## config.mk

```make
export PLATFORM = sky130hd
export DESIGN_NAME = rx_spart_flat
export DESIGN_NICKNAME = d
export VERILOG_FILES = /design/src/rtl/rx_spart_if.sv /design/src/rtl/rx_spart.sv /design/src/flat_wrapper.sv
export SDC_FILE = /design/constraint.sdc
export NUM_CORES = 1
export LEC_CHECK = 0
export ABC_AREA = 1
export CAP_MARGIN = 20
export CORE_ASPECT_RATIO = 1.2
export CORE_MARGIN = 2
export CORE_UTILIZATION = 53
export DETAILED_ROUTE_END_ITERATION = 8
export GPL_TIMING_DRIVEN = 0
export PLACE_DENSITY = 0.78
export SYNTH_ARGS = -nofsm -noshare
export SYNTH_HDL_FRONTEND = slang
export SYNTH_SLANG_ARGS = --single-unit
```

## constraint.sdc

```tcl
create_clock -name clk -period 1.8 [get_ports clk]
set_clock_uncertainty 0.15 [all_clocks]
set_input_delay 0.36 -clock clk [delete_from_list [all_inputs] [get_ports clk]]
set_output_delay 0.36 -clock clk [all_outputs]
set_load 0.05 [all_outputs]
```

## src/rtl/rx_spart_if.sv

```systemverilog
// Processor-side register interface of the SPART receive half.
// The processor (master) drives chip select, direction and address.
// The receiver (slave) returns the buffer contents and its status flags.
interface rx_spart_if #(
    parameter int DATA_BITS = 8
);
    logic                 iocs;
    logic                 iorw;
    logic [1:0]           ioaddr;
    logic [DATA_BITS-1:0] rx_data;
    logic                 rda;
    logic                 ferr;

    modport master (
        output iocs, iorw, ioaddr,
        input  rx_data, rda, ferr
    );

    modport slave (
        input  iocs, iorw, ioaddr,
        output rx_data, rda, ferr
    );
endinterface

```

## src/rtl/rx_spart.sv

```systemverilog
// SPART receive half: deserializes an 8N1 stream on rxd into a one-byte
// buffer. A set rda flags a new byte and a processor read of data
// register 00 clears it. Bit timing comes from the shared baud-rate
// oversample tick brg_en. A framing error raises ferr, which stays set
// until the next good frame.
module rx_spart #(
    parameter int OVERSAMPLE = 16,
    parameter int DATA_BITS  = 8
) (
    input  logic      clk,
    input  logic      rst,
    input  logic      rxd,
    input  logic      brg_en,
    rx_spart_if.slave bus
);
    localparam int TW = $clog2(OVERSAMPLE);
    localparam int BW = $clog2(DATA_BITS + 1);
    localparam logic [TW-1:0] TICK_MID  = TW'(OVERSAMPLE / 2 - 1);
    localparam logic [TW-1:0] TICK_LAST = TW'(OVERSAMPLE - 1);
    localparam logic [BW-1:0] BIT_LAST  = BW'(DATA_BITS - 1);

    typedef enum logic [1:0] {
        IDLE,
        START,
        DATA,
        STOP
    } state_e;

    state_e               state_q,   state_d;
    logic [TW-1:0]        tick_q,    tick_d;
    logic [BW-1:0]        bitcnt_q,  bitcnt_d;
    logic [DATA_BITS-1:0] shift_q,   shift_d;
    logic [DATA_BITS-1:0] rx_data_q, rx_data_d;
    logic                 rda_q,     rda_d;
    logic                 ferr_q,    ferr_d;

    logic sync1_q;
    logic sync2_q;
    logic rxs;
    logic rd;

    // Two-flop synchronizer for the asynchronous serial line.
    always_ff @(posedge clk) begin
        // NOTE: sequential state uses non-blocking assignments so every flop
        // samples the values from before this edge, whatever the statement order.
        if (!rst) begin
            // NOTE: the synchronizer resets to the idle-high line level, so
            // leaving reset never looks like a start-bit edge.
            sync1_q <= 1'b1;
            sync2_q <= 1'b1;
        end else begin
            sync1_q <= rxd;
            sync2_q <= sync1_q;
        end
    end

    assign rxs = sync2_q;
    assign rd  = bus.iocs && bus.iorw && (bus.ioaddr == 2'b00);

    // Next-state logic: frame FSM, bit sampling and buffer/status updates.
    always_comb begin
        // NOTE: every next-state value first takes its hold value, so no path
        // through the case statement can leave a latch behind.
        state_d   = state_q;
        tick_d    = tick_q;
        bitcnt_d  = bitcnt_q;
        shift_d   = shift_q;
        rx_data_d = rx_data_q;
        rda_d     = rda_q;
        ferr_d    = ferr_q;

        // A read clears rda first so a good stop on the same edge overrides it.
        if (rd) begin
            rda_d = 1'b0;
        end

        if (brg_en) begin
            unique case (state_q)
                IDLE: begin
                    if (!rxs) begin
                        state_d = START;
                        tick_d  = '0;
                    end
                end
                START: begin
                    tick_d = tick_q + TW'(1);
                    if (tick_q == TICK_MID) begin
                        if (rxs) begin
                            state_d = IDLE;
                        end else begin
                            state_d  = DATA;
                            tick_d   = '0;
                            bitcnt_d = '0;
                        end
                    end
                end
                DATA: begin
                    tick_d = tick_q + TW'(1);
                    if (tick_q == TICK_LAST) begin
                        shift_d  = {rxs, shift_q[DATA_BITS-1:1]};
                        tick_d   = '0;
                        bitcnt_d = bitcnt_q + BW'(1);
                        if (bitcnt_q == BIT_LAST) begin
                            state_d = STOP;
                        end
                    end
                end
                STOP: begin
                    tick_d = tick_q + TW'(1);
                    if (tick_q == TICK_LAST) begin
                        tick_d  = '0;
                        state_d = IDLE;
                        if (rxs) begin
                            rx_data_d = shift_q;
                            rda_d     = 1'b1;
                            ferr_d    = 1'b0;
                        end else begin
                            ferr_d = 1'b1;
                        end
                    end
                end
                default: state_d = IDLE;
            endcase
        end
    end

    // State, counter, shift and output registers with synchronous reset.
    always_ff @(posedge clk) begin
        if (!rst) begin
            state_q   <= IDLE;
            tick_q    <= '0;
            bitcnt_q  <= '0;
            shift_q   <= '0;
            rx_data_q <= '0;
            rda_q     <= 1'b0;
            ferr_q    <= 1'b0;
        end else begin
            state_q   <= state_d;
            tick_q    <= tick_d;
            bitcnt_q  <= bitcnt_d;
            shift_q   <= shift_d;
            rx_data_q <= rx_data_d;
            rda_q     <= rda_d;
            ferr_q    <= ferr_d;
        end
    end

    assign bus.rx_data = rx_data_q;
    assign bus.rda     = rda_q;
    assign bus.ferr    = ferr_q;
endmodule

```

## src/flat_wrapper.sv

```systemverilog
// flat-port wrapper written by rule: the top's interface ports become plain ports
module rx_spart_flat 
#(
    parameter int OVERSAMPLE = 16,
    parameter int DATA_BITS  = 8
)
  (clk, rst, rxd, brg_en, bus_iocs, bus_iorw, bus_ioaddr, bus_rx_data, bus_rda, bus_ferr);
  rx_spart_if #(.DATA_BITS(DATA_BITS)) bus_i ();
  input  logic clk;
  input  logic rst;
  input  logic rxd;
  input  logic brg_en;
  input wire logic [$bits(bus_i.iocs)-1:0] bus_iocs;
  input wire logic [$bits(bus_i.iorw)-1:0] bus_iorw;
  input wire logic [$bits(bus_i.ioaddr)-1:0] bus_ioaddr;
  output wire logic [$bits(bus_i.rx_data)-1:0] bus_rx_data;
  output wire logic [$bits(bus_i.rda)-1:0] bus_rda;
  output wire logic [$bits(bus_i.ferr)-1:0] bus_ferr;
  assign bus_i.iocs = bus_iocs;
  assign bus_i.iorw = bus_iorw;
  assign bus_i.ioaddr = bus_ioaddr;
  assign bus_rx_data = bus_i.rx_data;
  assign bus_rda = bus_i.rda;
  assign bus_ferr = bus_i.ferr;
  rx_spart #(.OVERSAMPLE(OVERSAMPLE), .DATA_BITS(DATA_BITS)) u_core (.clk(clk), .rst(rst), .rxd(rxd), .brg_en(brg_en), .bus(bus_i));
endmodule
```

Yosys cells after proc, flatten, opt, wreduce, memory -nomap -nowiden
Index checks and enable logic that the tools add are counted.
Operators by class
  $add $sub $neg: 2
  equal/unequal tests: 12
  reductions and logical operators: 12
  multiplexer cells: 21
Operator list (number)
  two-way mux 4 bit: 6
  two-way mux 2 bit: 6
  case mux 4 bit (3 select lines): 1
  adder 4 x 1 -> 4 bit (second input constant): 2
  equality test 4 x 3 -> 1 bit (second input constant): 2
  != test 2 x 1 -> 1 bit (second input constant): 4
  case mux 2 bit (4 select lines): 1
  case mux 4 bit (2 select lines): 1
  two-way mux 1 bit: 6
  AND reduction 3 bit: 2
  AND reduction 6 bit: 1
  AND reduction 5 bit: 1
  equality test 2 bit (second input constant): 2
  equality test 4 bit (second input constant): 1
  logical NOT 2 bit: 2
  != test 2 bit (second input constant): 2
  AND reduction 4 bit: 1
  equality test 2 x 1 -> 1 bit (second input constant): 1
  logical AND 1 bit: 2
  AND reduction 2 bit: 1
  nonzero test 2 bit: 1
  OR reduction 2 bit: 1
Word-level totals
  logic and storage cells: 56
  flip-flop bits (word level): 30
  input port bits: 8

Depth between registers and ports, before layout
  word-level depth: 7
  mapped depth: 9
  depth with buffers taken out: 9

Worst setup path before layout
Ideal clock, no wire load.
  path type: register to register
  from: register u_core.tick_q[0]
  to: register u_core.bitcnt_q[0]
  slack: 0.351 ns
  stages on the path, launching flop included: 9
  period minus slack after synthesis: 1.449 ns
  data arrival time: 1.188 ns
  data required time: 1.538 ns
  library setup time: 0.112 ns
  cell sequence: dfxtp_1 -> ha_1 -> nand3_2 -> nand2_2 -> nand2_2 -> nor2_4 -> nand3_1 -> nand2_1 -> nor2_1
On the way
  word-level cells in the longest chain between the ends: 3
Ends and longest elaborated chain
  start: declaration: RTL line rx_spart.sv:30  | logic [TW-1:0] tick_q, tick_d;
  start signal: assignment: RTL line rx_spart.sv:139  | tick_q <= tick_d;
  equality test 4 bit or equality test 4 x 3 -> 1 bit (tied branches): RTL line rx_spart.sv:99, rx_spart.sv:87
  != test 2 x 1 -> 1 bit (no source line)
  AND reduction 5 bit (no source line) *
  end signal: assignment: RTL line rx_spart.sv:140  | bitcnt_q <= bitcnt_d;
  end: declaration: RTL line rx_spart.sv:31  | logic [BW-1:0] bitcnt_q, bitcnt_d;
Mark *: on every way between the ends. The rest lies on a longest branch, timed or not.
A chain may end at the register's enable or synchronous reset.

Worst setup path after layout
  from: register u_core.rda_q, in the netlist u_core.bus.rda
  to: output bus_rda
RTL lines
  start: declaration: RTL line rx_spart.sv:34  | logic rda_q, rda_d;
  start signal: assignment: RTL line rx_spart.sv:143  | rda_q <= rda_d;
  end: declaration: RTL line flat_wrapper.sv:17  | output wire logic [$bits(bus_i.rda)-1:0] bus_rda;
No word-level cell between the ends.

==> impl_metrics.yaml <==
global_routing:
  grt_use_met1: 0.209
  antenna_found_initial: 0
  grt_max_degree: 11
  grt_usage: 0.206
  met3_usage: 0.0787
  grt_pass1_wl_um: 4510
  met2_usage: 0.384
  gr-max-usage-layer: "met2"
  grt_overflow_total: 0
  first_global_vias: 1082
worst_hold_path:
  hp-class: "register to register"
logic_synthesis:
  syn_area_per_cell_um2: 7.39
  synth_common_cells: "43 x nor2_1, 30 x dfxtp_1, 24 x nand2_1, 21 x o21ai_0"
  yosysWarnings: 0
  ys.flop_type: "dfxtp_1"
  ys_types: 24
  synth-seq-cells: 30
  syn_inst: 177
  post-synth-top-area-fraction: 0.459
  yosysMostFrequentCell: "nor2_1"
  synth-seq-area-share: 0.459
  yosys-top-cells-area: "dfxtp_1 46%, nor2_1 12%, o21ai_0 8.0%"
  synth_edf_count: 0
  async_flop_share: 0
  synth_top_area_cell: "dfxtp_1"
  syn_area_um2: 1310
  synth_nets: 187
power_and_ir_drop:
  total_leakage_power_nw: 0.698
  ir_drop_v: 0.000810
  p_per_area_nw_per_um2: 832
  p_total_mw: 1.29
clock_network:
  hold_buffers: 0
  clkTransAtPathRegs_ps: 80
  cts_tree: "built"
  clockRootBuffer: "clkbuf_4"
  clock_path_buffers: 2
  cts_buffers: 5
  ctsHtreeMaxLevel: 2
  clk_latency_ps: 320
  clkSinkCount: 30
worst_setup_path:
  slowest_delay_ps: 530
  crit_slowest_cell: "dlygate4sd2_1"
  crit_family: "buffers and inverters"
  worstPathArrival_ps: 1190
  crit_buf_inv: 1
  crit_fanout: 2
  crit_path_end_kind: "primary output"
  critical_path_class: "register to primary output"
  required_ps: 1290
  crit_path_start_kind: "register"
  r2r_slack_ps: 140
  worstPathCellList: "dlygate4sd2_1"
detailed_routing:
  remaining_drc_errors: 0
  viasPerCell: 5.21
  routedWlPerCell_um: 11.0
  dr.pass1.iters: 4
  wl_um: 2560
  final_antenna_net_count: 0
  vias: 1209
  drtIter0Drc: 45
finish:
  utilization: 0.674
  layout-drive-gt1-share: 0.104
  nets: 211
  finalNonFillerCells: 232
  areaGrowthSynthToFinish_pct: 18.9
  antennaDiodeCount: 0
  multi_input_area_um2: 642
  regArea_um2: 601
  fill_cells: 217
floorplanning:
  placementRows: 19
  die_h_um: 58.4
  start_util: 0.567
  die_x_um: 49.3
  core_area_um2: 2310
  io_pins: 18
  fp.dieArea_um2: 2880
placed_design:
  dp_hpwl_um: 1970
  port_buffers: 17
  pre_cts_ws_ps: -104
  dp.cells: 225
  place_congestion: 0.818
run_status:
  status: "finished clean"
timing:
  setup_viol: 0
  max_freq_mhz: 587
  worst_slack_ps: 95.4
  slew_violations: 0
  rsz0062_at_grt: "false"
  worst_slew_pin_slew_ps: 491
  finalCriticalPeriod_ps: 1700
  hold_viol: 0
  whs_ps: 271
  finalCritPeriodShare: 0.947
  relSlewSlack: 0.674
flow_run:
  maxCapViolations: 0
==> worst reg2reg max path, cell delays in order (launching register included) <==
cell and delay [ps]:
dfxtp_1 370, ha_1 250, nand3_2 150, nand2_2 140, nand2_2 70, nor2_4 190
nand3_1 100, nand2_1 90, nor2_1 50
==> layer usage <==
layer,routed length [µm],vias to the layer above
met2,1360,43
met1,1020,545
met4,8,0
met5,0,-
li1,-,619
met3,177,2
==> layout make-up <==
class | instances | share of cell area
Sequential cell | 30 | 0.386
Inverter | 14 | 0.0362
Multi-Input combinational cell | 130 | 0.413
Tap cell | 31 | 0.0249
Buffer | 3 | 0.00965
Clock buffer | 7 | 0.0290
Timing Repair Buffer | 17 | 0.101
==> where the power goes <==
group          internal [mW]  total, mW  switching, mW
Sequential             0.684      0.708         0.0234
Combinational         0.0861      0.234          0.148
Clock                  0.147      0.351          0.204
==> cells in the final DEF, fill, tap and decap left out, drive strengths merged, types with 2 or more instances in the layout <==
cell           count
clkdlybuf4s50      7
nand2             29
a21oi              8
xnor2              2
nand3             13
inv               13
or2                2
nand4              2
nor2              46
clkbuf             9
nand3b             2
ha                 2
o21ai             21
dlygate4sd2       10
dfxtp             30
==> stage by stage <==
stage	area, µm²	setup TNS (ps)
floorplan	1310	0
detailed placement	1520	-1150
global route	1560	0
global placement	1520	-832
finish	1560	0
CTS	1550	0
==> worst paths after layout <==
| check | cells past startpoint | end | start |
|---|---|---|---|
| setup / recovery | 1 | bus_rda | u_core.bus.rda |
| hold / removal | 1 | u_core.rxs | u_core.sync1_q |
| setup reg to reg | 8 | u_core.bitcnt_q[1] | u_core.tick_q[1] |
| hold reg to reg | 1 | u_core.rxs | u_core.sync1_q |
==> registers in the layout (all words and copies together), names as in the netlist, named ones only <==
name	count
u_core.bitcnt_q	4
u_core.bus.ferr	1
u_core.bus.rda	1
u_core.bus.rx_data	8
u_core.rxs	1
u_core.shift_q	8
u_core.state_q	1
u_core.sync1_q	1
u_core.tick_q	4
==> kinds of logic (layout without fill, tap and decap cells) <==
group,Yosys count,in the layout,synth area share
and+or+nand+nor,95,95,0.335
buffers and inverters,17,41,0.0517
DFF,30,30,0.459
AOI/OAI and AO/OA,31,31,0.122
xor gates and xnor gates,2,2,0.0134
adders and majority gates,2,2,0.0191
==> what timing repair did <==
action,CTS,global route
buffers inserted,0,0
endpoints found under the setup margin,10,6
gates resized for setup,10,3
endpoints found under the hold margin,0,0
(Power assumes the default switching activity.)
